## config.mk

```make
export PLATFORM = sky130hd
export DESIGN_NAME = network_layer_tx
export DESIGN_NICKNAME = d
export VERILOG_FILES = /design/src/rtl/ip_pkg.sv /design/src/rtl/ip_hdr_checksum.sv /design/src/rtl/network_layer_tx.sv
export SDC_FILE = /design/constraint.sdc
export NUM_CORES = 1
export LEC_CHECK = 0
export ABC_AREA = 0
export BUFFER_PORTS_ARGS = -buffer_cell sky130_fd_sc_hd__clkbuf_2
export CORE_MARGIN = 4
export CORE_UTILIZATION = 55
export DETAILED_ROUTE_END_ITERATION = 10
export PLACE_DENSITY = 0.89
export SLEW_MARGIN = 5
export SYNTH_ARGS = -nofsm -noshare
export SYNTH_HDL_FRONTEND = slang
export SYNTH_HIERARCHICAL = 1
export SYNTH_SLANG_ARGS = --single-unit
```

## constraint.sdc

```tcl
create_clock -name clk -period 3.01 [get_ports clk]
set_input_delay 0.602 -clock clk [delete_from_list [all_inputs] [get_ports clk]]
set_output_delay 0.602 -clock clk [all_outputs]
set_load 0.01 [all_outputs]
```

## src/rtl/ip_pkg.sv

```systemverilog
// Shared IPv4 constants, framer state encoding and the ones-complement fold
// used by header checksum logic on both the TX and RX sides.
package ip_pkg;

  localparam logic [3:0]  IPV4_VERSION     = 4'd4;
  localparam logic [3:0]  IPV4_IHL         = 4'd5;
  localparam int          IPV4_HDR_WORDS   = 5;
  localparam logic [7:0]  IP_PROT_UDP      = 8'd17;
  localparam logic [15:0] ETH_TYPE_IPV4    = 16'h0800;
  localparam logic [15:0] IPV4_MAX_PAYLOAD = 16'd65515;

  localparam logic [1:0] S_IDLE = 2'd0;
  localparam logic [1:0] S_CALC = 2'd1;
  localparam logic [1:0] S_HDR  = 2'd2;
  localparam logic [1:0] S_PAY  = 2'd3;

  // Adds the carry nibble back into the low 16 bits; the result may still carry.
  function automatic logic [19:0] ones_fold(input logic [19:0] x);
    return {4'h0, x[15:0]} + {16'h0000, x[19:16]};
  endfunction

endpackage

```

## src/rtl/ip_hdr_checksum.sv

```systemverilog
// Combinational IPv4 header checksum: ones-complement sum of ten 16-bit words,
// inverted. Word 0 sits in the top 16 bits of i_hdr.
module ip_hdr_checksum
  import ip_pkg::*;
(
  input  logic [159:0] i_hdr,
  output logic [15:0]  o_csum
);

  logic [19:0] w_sum;
  logic [15:0] w_folded;

  always_comb begin
    w_sum = '0;
    for (int i = 0; i < 10; i++) begin
      w_sum = w_sum + {4'h0, i_hdr[i*16 +: 16]};
    end
    w_folded = 16'(ones_fold(ones_fold(w_sum)));
  end

  assign o_csum = ~w_folded;

endmodule

```

## src/rtl/network_layer_tx.sv

```systemverilog
// IPv4 transmit framer: 5-word header followed by the payload stream.
// Define IPTX_CHECKSUM_EN to add the CALC cycle and a real header checksum.
module network_layer_tx
  import ip_pkg::*;
#(
  parameter logic [7:0] TTL = 8'd64,
  parameter bit         DF  = 1'b1,
  parameter logic [7:0] TOS = 8'h00
) (
  input  logic        clk,
  input  logic        rst_n,
  input  logic        tx_req,
  input  logic [15:0] tx_len,
  input  logic [7:0]  tx_prot,
  input  logic [31:0] src_ip,
  input  logic [31:0] dst_ip,
  output logic        tx_busy,
  output logic        tx_err,
  output logic [15:0] packet_id_o,
  input  logic [31:0] pl_data,
  input  logic        pl_valid,
  output logic        pl_ready,
  output logic        mac_op_st,
  output logic        mac_op,
  output logic        mac_op_end,
  output logic [31:0] mac_data,
  input  logic        mac_rdy
);

  logic [1:0]  r_state;
  logic [15:0] r_len;
  logic [7:0]  r_prot;
  logic [31:0] r_src;
  logic [31:0] r_dst;
  logic [15:0] r_id;
  logic [15:0] r_rem;
  logic [2:0]  r_hidx;
  logic        r_busy;
  logic        r_err;
  logic        r_op;
  logic        r_st;
  logic        r_end;
  logic [31:0] r_data;

  logic [15:0] w_total;
  logic [15:0] w_csum_field;
  logic [31:0] w_hdr0;
  logic [31:0] w_hdr1;
  logic [31:0] w_hdr2;
  logic [31:0] w_hdr_word;
  logic        w_load_ok;
  logic        w_pl_ready;

  function automatic logic [31:0] last_mask(input logic [31:0] d, input logic [1:0] m);
    case (m)
      2'd1:    return {d[31:24], 24'h000000};
      2'd2:    return {d[31:16], 16'h0000};
      2'd3:    return {d[31:8], 8'h00};
      default: return d;
    endcase
  endfunction

  assign w_total = r_len + 16'd20;
  assign w_hdr0  = {IPV4_VERSION, IPV4_IHL, TOS, w_total};
  assign w_hdr1  = {r_id, 1'b0, DF, 1'b0, 13'h0000};
  assign w_hdr2  = {TTL, r_prot, w_csum_field};

`ifdef IPTX_CHECKSUM_EN
  logic [15:0] r_csum;
  logic [15:0] w_csum;

  ip_hdr_checksum u_csum (
    .i_hdr  ({w_hdr0, w_hdr1, TTL, r_prot, 16'h0000, r_src, r_dst}),
    .o_csum (w_csum)
  );

  assign w_csum_field = r_csum;
`else
  assign w_csum_field = 16'h0000;
`endif

  always_comb begin
    w_hdr_word = w_hdr0;
    case (r_hidx)
      3'd1:    w_hdr_word = w_hdr1;
      3'd2:    w_hdr_word = w_hdr2;
      3'd3:    w_hdr_word = r_src;
      3'd4:    w_hdr_word = r_dst;
      default: w_hdr_word = w_hdr0;
    endcase
  end

  // Output register may take a new word when empty or draining this cycle.
  assign w_load_ok  = !r_op || mac_rdy;
  assign w_pl_ready = (r_state == S_PAY) && (r_rem != 16'd0) && w_load_ok;

  always_ff @(posedge clk or negedge rst_n) begin
    if (!rst_n) begin
      r_state <= S_IDLE;
      r_len   <= '0;
      r_prot  <= '0;
      r_src   <= '0;
      r_dst   <= '0;
      r_id    <= '0;
      r_rem   <= '0;
      r_hidx  <= '0;
      r_busy  <= 1'b0;
      r_err   <= 1'b0;
      r_op    <= 1'b0;
      r_st    <= 1'b0;
      r_end   <= 1'b0;
      r_data  <= '0;
`ifdef IPTX_CHECKSUM_EN
      r_csum  <= '0;
`endif
    end else begin
      r_err <= 1'b0;
      if (r_op && mac_rdy) begin
        r_op  <= 1'b0;
        r_st  <= 1'b0;
        r_end <= 1'b0;
      end
      case (r_state)
        S_IDLE: begin
          if (tx_req) begin
            if (tx_len > IPV4_MAX_PAYLOAD) begin
              r_err <= 1'b1;
            end else begin
              r_len   <= tx_len;
              r_prot  <= tx_prot;
              r_src   <= src_ip;
              r_dst   <= dst_ip;
              r_rem   <= 16'(({1'b0, tx_len} + 17'd3) >> 2);
              r_hidx  <= '0;
              r_busy  <= 1'b1;
`ifdef IPTX_CHECKSUM_EN
              r_state <= S_CALC;
`else
              r_state <= S_HDR;
`endif
            end
          end
        end
`ifdef IPTX_CHECKSUM_EN
        S_CALC: begin
          r_csum  <= w_csum;
          r_state <= S_HDR;
        end
`endif
        S_HDR: begin
          if (w_load_ok) begin
            r_data <= w_hdr_word;
            r_op   <= 1'b1;
            r_st   <= (r_hidx == 3'd0);
            r_end  <= (r_hidx == 3'd4) && (r_rem == 16'd0);
            r_hidx <= r_hidx + 3'd1;
            if (r_hidx == 3'd4) begin
              r_state <= S_PAY;
            end
          end
        end
        S_PAY: begin
          if (pl_valid && w_pl_ready) begin
            r_data <= (r_rem == 16'd1) ? last_mask(pl_data, r_len[1:0]) : pl_data;
            r_op   <= 1'b1;
            r_st   <= 1'b0;
            r_end  <= (r_rem == 16'd1);
            r_rem  <= r_rem - 16'd1;
          end
          // A zero-payload frame also finishes here, after header word 4 drains.
          if (r_op && mac_rdy && r_end) begin
            r_state <= S_IDLE;
            r_busy  <= 1'b0;
            r_id    <= r_id + 16'd1;
          end
        end
        default: r_state <= S_IDLE;
      endcase
    end
  end

  assign tx_busy     = r_busy;
  assign tx_err      = r_err;
  assign packet_id_o = r_id;
  assign pl_ready    = w_pl_ready;
  assign mac_op      = r_op;
  assign mac_op_st   = r_st;
  assign mac_op_end  = r_end;
  assign mac_data    = r_data;

endmodule

```

## Word-level counts from Yosys, hierarchy flattened

Index checks and enable logic that the tools add are counted.

- Add/subtract/negate cells: 5
- $lt $le $gt $ge: 1
- Equal/unequal tests: 16
- Mux-type cells: 39
- Bitwise operators: 1
- Reduce and logical (&&, ||, !) cells: 22

Operator list:

| cell | number |
|---|---|
| case mux 32 bit (4 select lines) | 1 |
| case mux 24 bit (3 select lines) | 1 |
| 2-to-1 mux 32 bit | 2 |
| case mux 32 bit (2 select lines) | 1 |
| 2-to-1 mux 16 bit | 3 |
| case mux 16 bit (2 select lines) | 1 |
| 2-to-1 mux 24 bit | 1 |
| adder 16 x 2 -> 17 bit (second input constant) | 1 |
| adder 16 x 1 -> 16 bit (second input constant) | 1 |
| adder 16 x 5 -> 16 bit (second input constant) | 1 |
| equality test 16 x 1 -> 1 bit (second input constant) | 1 |
| greater-than comparator 16 bit (second input constant) | 1 |
| logical NOT 16 bit | 1 |
| nonzero test 16 bit | 1 |
| subtractor 16 x 1 -> 16 bit (second input constant) | 1 |
| 2-to-1 mux 1 bit | 15 |
| AND reduction 4 bit | 3 |
| 2-to-1 mux 2 bit | 5 |
| 2-to-1 mux 3 bit | 3 |
| equality test 2 bit (second input constant) | 4 |
| inequality test 2 bit (second input constant) | 4 |
| case mux 1 bit (2 select lines) | 4 |
| equality test 3 x 2 -> 1 bit (second input constant) | 2 |
| logical AND 1 bit | 6 |
| 16 further kinds | 20 |

- Bits in registers: 162
- Input port bits: 125
- Output and inout bits: 54
- Logic and storage cells: 98

## Depth between registers and ports, before layout

Gate-level depths: netlist of the first run.

- Depth after elaboration: 6
- Depth in mapped cells: 9

## Least setup slack after synthesis of the first run

OpenSTA, ideal clock, no wires.

- Path kind: register to register
- Start: reg r_hidx[2]
- End: reg r_data[22] (netlist: mac_data[22])
- Library setup time: 0.126 ns
- Data arrival time: 1.969 ns
- Required time: 2.884 ns
- Setup slack: 0.915 ns
- Stages on the path, launching flop included: 9
- Path buffers: 3
- Period minus slack after synthesis: 2.095 ns
- Path through: dfrtp_1 clkbuf_1 inv_1 ha_1 clkbuf_1 clkbuf_1 a221oi_1 nor3_1 a221o_1

- Cells in the longest elaborated chain, start to end: 4
- Elaborated cells between the ends (all ways): 7
- Those cells by class: 4 x eq/ne; 3 x mux

Ends and longest elaborated chain:

| what | RTL line | RTL |
|---|---|---|
| from (decl) | network_layer_tx.sv:37 | `logic [2:0] r_hidx;` |
| from (signal assigned) | network_layer_tx.sv:156 | `r_hidx <= r_hidx + 3'd1;` |
| equality test 3 bit, or another cell as far along | network_layer_tx.sv:84 | `case (r_hidx)` |
| case mux 32 bit (4 select lines) * | network_layer_tx.sv:84 |  |
| 2-to-1 mux 32 bit * | network_layer_tx.sv:151 | `if (w_load_ok) begin` |
| case mux 32 bit (2 select lines) * | network_layer_tx.sv:123 | `case (r_state)` |
| to (signal assigned) | network_layer_tx.sv:152 | `r_data <= w_hdr_word;` |
| to (signal assigned) | network_layer_tx.sv:164 | `r_data <= (r_rem == 16'd1) ? last_mask(pl_data, r_len[1:0]) : pl_data;` |
| to (decl) | network_layer_tx.sv:43 | `logic [31:0] r_data;` |

Every way passes the cells marked *; elsewhere a longest branch is shown, timed or not. The select of a mux whose other input is x is not followed.
A chain may end at the register's enable or synchronous reset.

## Worst setup path in the final report of the first run

- Start: reg r_rem[12]
- End: out pl_ready

- Cells in the longest elaborated chain, start to end: 3

Ends and longest elaborated chain:

| what | RTL line | RTL |
|---|---|---|
| from (decl) | network_layer_tx.sv:36 | `logic [15:0] r_rem;` |
| from (signal assigned) | network_layer_tx.sv:133 | `r_rem <= 16'(({1'b0, tx_len} + 17'd3) >> 2);` |
| from (signal assigned) | network_layer_tx.sv:168 | `r_rem <= r_rem - 16'd1;` |
| nonzero test 16 bit | network_layer_tx.sv:95 | `assign w_pl_ready = (r_state == S_PAY) && (r_rem != 16'd0) && w_load_ok;` |
| logical AND 1 bit (2 in series) | network_layer_tx.sv:95 |  |
| to (decl) | network_layer_tx.sv:22 | `output logic pl_ready,` |

Every way passes these cells.

==> summary.md, run 1 <==
| Metric | Value |
|---|---|
| ANT nets after route | `0` |
| Share of layout cells above drive strength 1 | `0.232` |
| Initial antenna violation count | `0` |
| DRT Wirelength | `~24000 um` |
| R2r startpoint | `r_hidx[0]` |
| Fin crit period | `2.89 ns` |
| Comb power frac | `0.370` |
| Clock Latency Late Sink | `~0.44 ns` |
| Grt total ovfl | `0` |
| Clk slew on worst S/H paths | `~0.070 ns` |
| Initial DRC count | `approximately 840` |
| Final period util | `0.961` |
| Setup slack, reg-to-reg | `0.58 ns` |
| Root buffer cell | `clkbuf_16` |
| Clock Power Share | `0.258` |
| Syn avg cell area | `8.93 um^2` |
| Syn Inst Count | `917` |
| Antenna cells | `0` |
| Top cell type's share of synthesized area | `0.495` |
| Die Y | `~130 um` |
| Flops & latches, synth | `162` |
| Remaining DRCs | `0` |
| P&R area growth vs syn | `20.5%` |
| Vias/cell | `6.11` |
| Final-report setup violation count | `0` |
| # resized after CTS | `0` |
| Min setup slack post-route | `approximately 0.12 ns` |
| CTS tree | `yes` |
| Dominant synthesized flop cell | `dfrtp_1` |
| Die area | `roughly 17000 um^2` |
| All-Layer GR Usage | `0.283` |
| Reg2reg end | `mac_data[22]` |
| Post CTS Setup Buffer Count | `0` |
| Via count | `a little under 8k` |
| Internal power | `approximately 0.0051 W` |
| Top-count cell post-synth | `nand2_1` |
| Post-synth EDFFs | `0` |
| Unique masters post-synth | `61` |
| Top cell type by total area after synthesis | `dfrtp_1` |
| CTS Hold Bufs | `0` |
| Maximum clock frequency | `between 300 and 400 MHz` |
| CP required | `2.41 ns` |
| Top cells by count, synth | `305 x nand2_1, 162 x dfrtp_1, 41 x o21ai_0` |
| Pleak | `4.88 nW` |
| Endpoints failing hold | `0` |
| Worst VDD drop | `0.735 mV` |
| H-tree Lvls | `4` |
| Synth warnings | `6` |
| Vias in the first global route | `between 7k and 8k` |
| Longest Clk Path Bufs | `2` |
| Seq pwr share | `0.372` |
| Cell area after placement | `9280 um^2` |
| Routed len/inst | `between 15 and 20 um` |
| Place WS | `roughly 0.4 ns` |
| Worst slew pin tran | `around 1.0 ns` |
| IO Pins | `roughly 180` |
| Largest net degree at the start of global routing | `between 70 and 80` |
| Die width | `about 130 um` |
| Syn_nets | `around 1.1k` |
| Worst reg2reg path depth | `7` |
| Worst-path maximum fanout | `11` |
| Final Cell Area | `between 9000 and 10000 um^2` |
| Clk sinks | `around 160` |
| Port Buf Inserts | `roughly 180` |
| Cell Pwr Density | `840 nW/um^2` |
| Row count | `between 40 and 50` |
| Gpl congestion | `0.941` |
| Slew Viols, Final | `0` |
| Initial Util | `0.563` |
| Worst Skew | `0.00880 ns` |
| Mapped Area | `8190 um^2` |
| Startpoint types | `flip-flop` |
| Sw power | `between 0.003 and 0.004 W` |
| First-pass GRT wire length | `approximately 37000 um` |
| Outcome | `complete, no violations` |
| Max-cap violations | `0` |
| Slew HR | `0.305` |
| DRT Pass-1 Iters | `6` |
| Seq/Total Area, Yosys | `0.495` |
| Post-DP HPWL | `approximately 17000 um` |
| Top cells by area, synth | `dfrtp_1 50%, nand2_1 14%, o21ai_0 2.5%` |
| CP Capture Type | `output port` |
| Hold Crit Class | `in2async` |
| Crit path DAT | `approximately 2.3 ns` |
| Crit Path Class | `reg2out` |
| Sw Share | `0.383` |
| Number of buffers created by CTS | `17` |
| FFs w/ async S/R, synth | `1.00` |
| Core area | `between 10000 and 15000 um^2` |
| Critical Path Source | `r_rem[12]` |
| Nets | `about 1.2k` |
| RSZ-0062 raised after global routing | `false` |
| TNS Setup | `0 ns` |
[power groups by stage]
stage          logic (W)  clock network, W  registers, W
2_1_floorplan    0.00190                 0       0.00310
3_3_place_gp     0.00295                 0       0.00308
3_5_place_dp     0.00301                 0       0.00310
4_1_cts          0.00303           0.00216       0.00307
5_1_grt          0.00337           0.00225       0.00313
6_report         0.00307           0.00214       0.00309
[sequential cells by signal (all words and copies together), names as in the netlist, 3 cells and up]
name,cells
r_prot,8
r_src,32
packet_id_o,16
r_len,16
mac_data,32
r_hidx,3
r_rem,16
r_dst,32
[cells in the final DEF, fill, tap and decap left out, types with 4 or more instances in the layout]
master and count:
a21oi_1 32, a221o_1 13, a221oi_1 12, a222oi_1 9
a22o_1 6, a22oi_1 8, a2bb2oi_1 13, a31oi_1 4
a32o_1 6, a32oi_1 4, buf_4 23, clkbuf_16 17
clkbuf_2 177, dfrtp_1 162, ha_1 10, inv_1 16
inv_6 5, nand2_1 304, nand2b_1 4, nand3_1 26
nand4_1 10, nor2_1 29, nor2b_1 7, nor3_1 22
nor3b_1 5, nor4_1 14, o21ai_0 41, o21ai_1 5
o22ai_1 4, o2bb2ai_1 6, o31ai_1 6, or3_1 6
xnor2_1 15, xor2_1 19
[through the flow]
step | total power (W) | instances | utilization | hold WS (ns)
finish | 0.00829 | 1284 | 0.679 | 0.166
global route | 0.00876 | 1284 | 0.679 | 0.220
CTS | 0.00826 | 1284 | 0.679 | 0.193
detailed placement | 0.00611 | 1252 | 0.638 | 0.462
global placement | 0.00603 | 1252 | 0.638 | 0.456
floorplan | 0.00500 | 917 | - | 0.306
[worst max-delay path, cell delays in order, from the launching register on]
cell and delay, ns:
dfrtp_1 0.40, nor4_1 0.42, and4b_1 0.53, and2_1 0.25, a211oi_1 0.11, clkbuf_2 0.15
[cells by family (layout without fill, tap and decap cells)]
kind of cell,Yosys count,in the layout,share of synthesized area
and+or+nand+nor,445,445,0.236
AOI/OAI and AO/OA,194,194,0.172
adders and majority gates,10,10,0.0153
xor gates and xnor gates,34,34,0.0364
muxes,3,3,0.00397
DFF,162,162,0.495
buffers and inverters,69,252,0.0411
[layer usage]
layer,up-vias,wire length [um],GRT usage
met1,3713,9180,0.383
met2,494,10800,0.428
li1,3561,-,-
met4,0,1070,0.140
met5,-,0,0
met3,81,2620,0.0671
[worst max-delay path by stage]
stage                         to  cells after the start
CTS                     pl_ready                      5
finish                  pl_ready                      5
floorplan           mac_data[22]                      8
global route            pl_ready                      5
detailed placement      r_rem[3]                      6
global placement        r_rem[3]                      6
[cell type report]
type | count | area, um^2
clock buffer | 20 | 467
clock inverter | 12 | 123
fill | 1096 | 4670
inverter | 16 | 60.1
multi-input combinational | 686 | 3800
sequential | 162 | 4050
tap | 184 | 230
timing repair buffer | 204 | 1130
Note: power is estimated with default switching activity, not from simulation.
==> run 2, diff against run 1 <==
==> constraint.sdc (replaced) <==
create_clock -name clk -period 2.88 [get_ports clk]
set_input_delay 0.576 -clock clk [delete_from_list [all_inputs] [get_ports clk]]
set_output_delay 0.576 -clock clk [all_outputs]
set_load 0.01 [all_outputs]
==> summary.md, run 2 (synthesized netlist as in run 1, its figures left out) <==
| Metric | Value |
|---|---|
| Die width | `130 um (unchanged)` |
| Via count | `7870 (+0.27%)` |
| Worst VDD drop | `0.629 mV (-14%)` |
| Sw power | `0.00327 W (+3.0%)` |
| CTS Hold Bufs | `0 (unchanged)` |
| Commonest cells after routing, fill and taps aside | `304 x nand2_1, 177 x clkbuf_2, 162 x dfrtp_1, 41 x o21ai_0, 32 x a21oi_1` |
| Die area | `16900 um^2 (unchanged)` |
| CTS tree | `yes` |
| Worst-path maximum fanout | `14 (+3)` |
| Post CTS Setup Buffer Count | `0 (unchanged)` |
| Maximum clock frequency | `roughly 370 MHz` |
| Fin crit period | `2.72 ns` |
| Vias/cell | `6.15 (+0.58%)` |
| Antenna cells | `0 (unchanged)` |
| Final period util | `0.943` |
| Crit path DAT | `3.08 ns (+0.79 ns)` |
| Largest net degree at the start of global routing | `72 (-2.7%)` |
| Seq pwr share | `0.377 (+0.005)` |
| Max-cap violations | `0 (unchanged)` |
| DRT Wirelength | `24300 um (+3.0%)` |
| Slew HR | `0.282 (-0.0221)` |
| Core area | `14500 um^2 (unchanged)` |
| Internal power | `0.00532 W (+4.1%)` |
| RSZ-0062 raised after global routing | `false` |
| Comb power frac | `0.370 (about the same)` |
| ANT nets after route | `0 (unchanged)` |
| First-pass GRT wire length | `38200 um (+2.5%)` |
| All-Layer GR Usage | `0.290 (+0.00758)` |
| Finished Layout Cells | `1280 (-0.31%)` |
| # resized after CTS | `0 (unchanged)` |
| Initial DRC count | `979 (+16%)` |
| Remaining DRCs | `0 (unchanged)` |
| Clock Power Share | `0.253 (-0.005)` |
| Min setup slack post-route | `0.164 ns (+0.0481 ns)` |
| Hold Crit Class | `in2async` |
| Gpl congestion | `0.915 (-2.8%)` |
| Clk sinks | `162 (unchanged)` |
| Hold_ws | `0.133 ns (-0.0325 ns)` |
| Crit Path Class | `reg2reg` |
| Grt total ovfl | `0 (unchanged)` |
| Clk slew on worst S/H paths | `0.06 ns (about the same)` |
| P&R area growth vs syn | `19.9%` |
| Worst Skew | `0.00894 ns (+0.000131 ns)` |
| Vias in the first global route | `7588 (+3.9%)` |
| Commonest non-fill, non-tap cell in the layout | `nand2_1` |
| CP required | `3.25 ns (+0.84 ns)` |
| Place WS | `0.301 ns (-0.106 ns)` |
| Share of layout cells above drive strength 1 | `0.227 (-0.00463)` |
| Die Y | `130 um (unchanged)` |
| Outcome | `complete, no violations` |
| TNS Setup | `0 ns (unchanged)` |
| Nets | `1218 (-0.33%)` |
| Clock Latency Late Sink | `0.43 ns (about the same)` |
| Routed len/inst | `19.0 um (+3.3%)` |
| Cell Pwr Density | `875 nW/um^2 (+4.2%)` |
| Post-placement cell count | `1248 (-0.32%)` |
| Row count | `44 (unchanged)` |
| IO Pins | `179 (unchanged)` |
| Worst slew pin tran | `1.07 ns (+0.0330 ns)` |
| Post-DP HPWL | `17300 um (+3.8%)` |
| H-tree Lvls | `4 (unchanged)` |
| Longest Clk Path Bufs | `2 (unchanged)` |
| DRT Pass-1 Iters | `8 (+2)` |
| Pleak | `4.85 nW (-0.50%)` |
| Initial Util | `0.563 (unchanged)` |
| Port Buf Inserts | `178 (unchanged)` |
| Sw Share | `0.381 (-0.00233)` |
| Initial antenna violation count | `0 (unchanged)` |
| Worst reg2reg path depth | `7 (unchanged)` |
| Endpoints failing hold | `0 (unchanged)` |
| Startpoint types | `flip-flop` |
| Root buffer cell | `clkbuf_16` |
| Final-report setup violation count | `0 (unchanged)` |
| Number of buffers created by CTS | `17 (unchanged)` |
| Slew Viols, Final | `0 (unchanged)` |
| CP Capture Type | `flip-flop` |
## run 2: cell count changes in the layout (fill, tap and decap cells not counted), sizes merged
| cell | before | now |
|---|---|---|
| clkinvlp | 3 | 2 |
| buf | 27 | 23 |
| inv | 21 | 16 |
| clkinv | 3 | 5 |
| clkbuf | 197 | 201 |
## run 2: worst paths after layout
check                           start           end  slack, ns
min in group clk           dst_ip[16]     r_dst[16]       0.33
max                         r_hidx[0]  mac_data[17]       0.16
min                             rst_n     r_dst[16]       0.13
min reg2reg                 r_src[23]     r_src[23]       0.48
max in group asynchronous       rst_n  mac_data[14]       1.88
max reg2reg                 r_hidx[0]  mac_data[17]       0.16
## run 2: cell type report
cell class | instances | area, um^2
fillers | 1093 | 4710
flip-flops and latches | 162 | 4050
multi-input cells | 686 | 3810
repair buffers | 200 | 1100
clock buffers | 24 | 492
well taps | 184 | 230
clock inverters | 8 | 77.6
inverters | 16 | 60.1
## run 2: per-layer routing
layer	wire (um)	track usage	up-vias
li1	-	-	3558
met3	2420	0.0774	76
met5	0	0	-
met1	9530	0.381	3777
met2	11400	0.455	459
met4	954	0.128	0
## run 2: stage by stage
step           instance area (um^2)  utilization  total power, W
6_report                       9820        0.676         0.00860
5_1_grt                        9820        0.676         0.00907
4_1_cts                        9820        0.676         0.00855
3_5_place_dp                   9250        0.636         0.00638
3_3_place_gp                   9250        0.636         0.00626
2_1_floorplan                  8190            -         0.00523
## run 2: power groups by stage
stage	clock network, W	logic, W	registers, W
6_report	0.00217	0.00318	0.00324
3_5_place_dp	0	0.00312	0.00326
5_1_grt	0.00229	0.00349	0.00330
3_3_place_gp	0	0.00303	0.00324
4_1_cts	0.00218	0.00314	0.00323
2_1_floorplan	0	0.00199	0.00324
## run 2: worst max-delay path, stage by stage, from the launching register on
cell and delay [ns]:
dfrtp_1 0.42, inv_1 0.10, ha_1 0.32, nor4_4 0.12, nor2_1 0.60, nand2_1 0.55
nor3_1 0.38, a221o_1 0.15
==> run 3, diff against run 2 <==
--- a/config.mk
+++ b/config.mk
@@ -10,7 +10,7 @@
 export CORE_MARGIN = 4
 export CORE_UTILIZATION = 55
 export DETAILED_ROUTE_END_ITERATION = 10
-export PLACE_DENSITY = 0.89
+export PLACE_DENSITY_LB_ADDON = 0.2
 export SLEW_MARGIN = 5
 export SYNTH_ARGS = -nofsm -noshare
 export SYNTH_HDL_FRONTEND = slang
==> summary.md, run 3 (synthesized netlist as in run 1, its figures left out) <==
| Metric | Value |
|---|---|
| Outcome | `complete, no violations` |
| Post CTS Setup Buffer Count | `0 (unchanged)` |
| P&R area growth vs syn | `20.0% (about the same)` |
| Longest Clk Path Bufs | `2 (unchanged)` |
| CTS Hold Bufs | `0 (unchanged)` |
| Clk slew on worst S/H paths | `0.06 ns (about the same)` |
| Remaining DRCs | `0 (unchanged)` |
| Min setup slack post-route | `0.189 ns (+0.0250 ns)` |
| Worst slew pin tran | `1.15 ns (+0.0759 ns)` |
| Vias/cell | `5.94 (-3.5%)` |
| Post-DP HPWL | `17000 um (-1.8%)` |
| Clock Power Share | `0.246 (-0.007)` |
| Met2 Track Usage GR | `0.450 (-0.00483)` |
| CP Capture Type | `output port` |
| Hold Crit Class | `in2async` |
| Port Buf Inserts | `178 (unchanged)` |
| Grt total ovfl | `0 (unchanged)` |
| DRT Pass-1 Iters | `5 (-3)` |
| Cell area after placement | `9280 um^2 (+0.38%)` |
| Via count | `7616 (-3.2%)` |
| Buf+Inv Stages, Crit Path | `1 (unchanged)` |
| Clk sinks | `162 (unchanged)` |
| Worst-path maximum fanout | `6 (-8)` |
| Number of buffers created by CTS | `17 (unchanged)` |
| Final period util | `0.934 (-0.00869)` |
| Nets | `1221 (+0.25%)` |
| Root buffer cell | `clkbuf_16` |
| Sw power | `0.00323 W (-1.2%)` |
| Crit Path Class | `reg2out` |
| Slew Viols, Final | `0 (unchanged)` |
| Met1 Use GR | `0.390 (+0.00891)` |
| Place WS | `0.283 ns (-0.0181 ns)` |
| Internal power | `0.00525 W (-1.5%)` |
| Commonest cells after routing, fill and taps aside | `304 x nand2_1, 177 x clkbuf_2, 162 x dfrtp_1, 41 x o21ai_0, 32 x a21oi_1` |
| CP peak stage delay | `0.43 ns (-0.17 ns)` |
| Die area | `16900 um^2 (unchanged)` |
| Largest net degree at the start of global routing | `71 (-1.4%)` |
| Initial DRC count | `807 (-18%)` |
| Share of layout cells above drive strength 1 | `0.227 (+0.000290)` |
| CP max-delay cell | `dfrtp_1` |
| First-pass GRT wire length | `37300 um (-2.5%)` |
| Fin crit period | `2.69 ns (-0.0250 ns)` |
| DRT Wirelength | `23500 um (-3.4%)` |
| Core area | `14500 um^2 (unchanged)` |
| Cell Pwr Density | `863 nW/um^2 (-1.4%)` |
| Cell chain of the critical path | `nor3_2 > and4b_1 > and2_1 > a211oi_1 > clkbuf_2` |
| RSZ-0062 raised after global routing | `false` |
| H-tree Lvls | `4 (unchanged)` |
| Initial antenna violation count | `0 (unchanged)` |
| Met3 usage in global routing | `0.0610 (-0.0164)` |
| Slew HR | `0.234 (-0.0489)` |
| Die width | `130 um (unchanged)` |
| Gpl congestion | `0.866 (-5.4%)` |
| CTS tree | `yes` |
| Pleak | `4.85 nW (about the same)` |
| All-Layer GR Usage | `0.284 (-0.00644)` |
| Final Cell Area | `9820 um^2 (about the same)` |
| Vias in the first global route | `7318 (-3.6%)` |
| # resized after CTS | `0 (unchanged)` |
| Routed len/inst | `18.3 um (-3.7%)` |
| Most Used Layer, Global Route | `met2` |
| Maximum clock frequency | `372 MHz (+0.93%)` |
| Endpoints failing hold | `0 (unchanged)` |
| Comb power frac | `0.373 (+0.003)` |
| Fillers | `1205 (+10%)` |
| Worst Skew | `0.0105 ns (+0.00157 ns)` |
| Crit path DAT | `2.11 ns (-0.97 ns)` |
| Startpoint types | `flip-flop` |
| ANT nets after route | `0 (unchanged)` |
| Row count | `44 (unchanged)` |
| Sw Share | `0.381 (+0.000587)` |
| Antenna cells | `0 (unchanged)` |
| Critical path's top delay family | `simple AND/OR/NAND/NOR gates` |
| Worst VDD drop | `0.613 mV (-2.6%)` |
| Die Y | `130 um (unchanged)` |
| CP required | `2.30 ns (-0.95 ns)` |
| Clock Latency Late Sink | `0.43 ns (about the same)` |
| IO Pins | `179 (unchanged)` |
| Seq pwr share | `0.380 (+0.003)` |
| Initial Util | `0.563 (unchanged)` |
| Max-cap violations | `0 (unchanged)` |
| Final-report setup violation count | `0 (unchanged)` |
| TNS Setup | `0 ns (unchanged)` |
| Commonest non-fill, non-tap cell in the layout | `nand2_1` |
-- run 3: cell count changes in the layout (fill, tap and decap cells not counted) --
| cell | before | now |
|---|---|---|
| clkbuf_8 | 4 | 1 |
| buf_4 | 19 | 21 |
| clkinv_2 | 3 | 5 |
| and4b_1 | 1 | 2 |
| and4b_2 | 1 | 0 |
| buf_12 | 3 | 4 |
| clkbuf_1 | 3 | 4 |
| clkinv_4 | 2 | 1 |
| clkinvlp_4 | 2 | 3 |
-- run 3: layer usage --
layer	vias up	routed length, um
met5	-	0
met4	0	555
met3	42	1900
met2	341	11100
met1	3671	9930
li1	3562	-
-- run 3: worst reg2reg max path, stage by stage, from the launching register on --
cell	delay, ns
dfrtp_1	0.43
inv_1	0.10
ha_1	0.32
nor4_4	0.52
nor2_1	0.24
nand2_1	0.50
nor3_1	0.12
a221o_1	0.29
-- run 3: cell type report --
type                       instances  area [um^2]  area share
clock buffer                      22          454      0.0462
clock inverter                    10         86.3     0.00879
inverter                          16         60.1     0.00611
multi-input combinational        686         3800       0.387
sequential                       162         4050       0.413
tap                              184          230      0.0234
timing repair buffer             203         1130       0.116
-- run 3: per-stage QoR --
step	std cells	hold slack, ns	power (W)	utilization
floorplan	917	0.280	0.00523	-
global placement	1251	0.456	0.00629	0.639
detailed placement	1251	0.463	0.00636	0.639
CTS	1283	0.0666	0.00848	0.676
global route	1283	0.0825	0.00896	0.676
finish	1283	0.0535	0.00848	0.676
-- run 3: power by group through the flow --
stage / sequential [W] / clock (W) / combinational (W)
after floorplan: 0.00324 / 0 / 0.00199
after global placement: 0.00324 / 0 / 0.00305
after detailed placement: 0.00325 / 0 / 0.00312
after CTS: 0.00321 / 0.00213 / 0.00314
after global routing: 0.00328 / 0.00221 / 0.00347
final: 0.00323 / 0.00209 / 0.00317
-- run 3: worst paths after layout --
path | start | endpoint | slack [ns] | depth (start not counted)
max | r_rem[4] | pl_ready | 0.19 | 5
min | rst_n | r_src[27] | 0.05 | 1
max reg2reg | r_hidx[0] | mac_data[20] | 0.24 | 7
min reg2reg | r_dst[20] | r_dst[20] | 0.47 | 2
max in group asynchronous | rst_n | packet_id_o[0] | 2.07 | 2
min in group clk | dst_ip[6] | r_dst[6] | 0.33 | 3
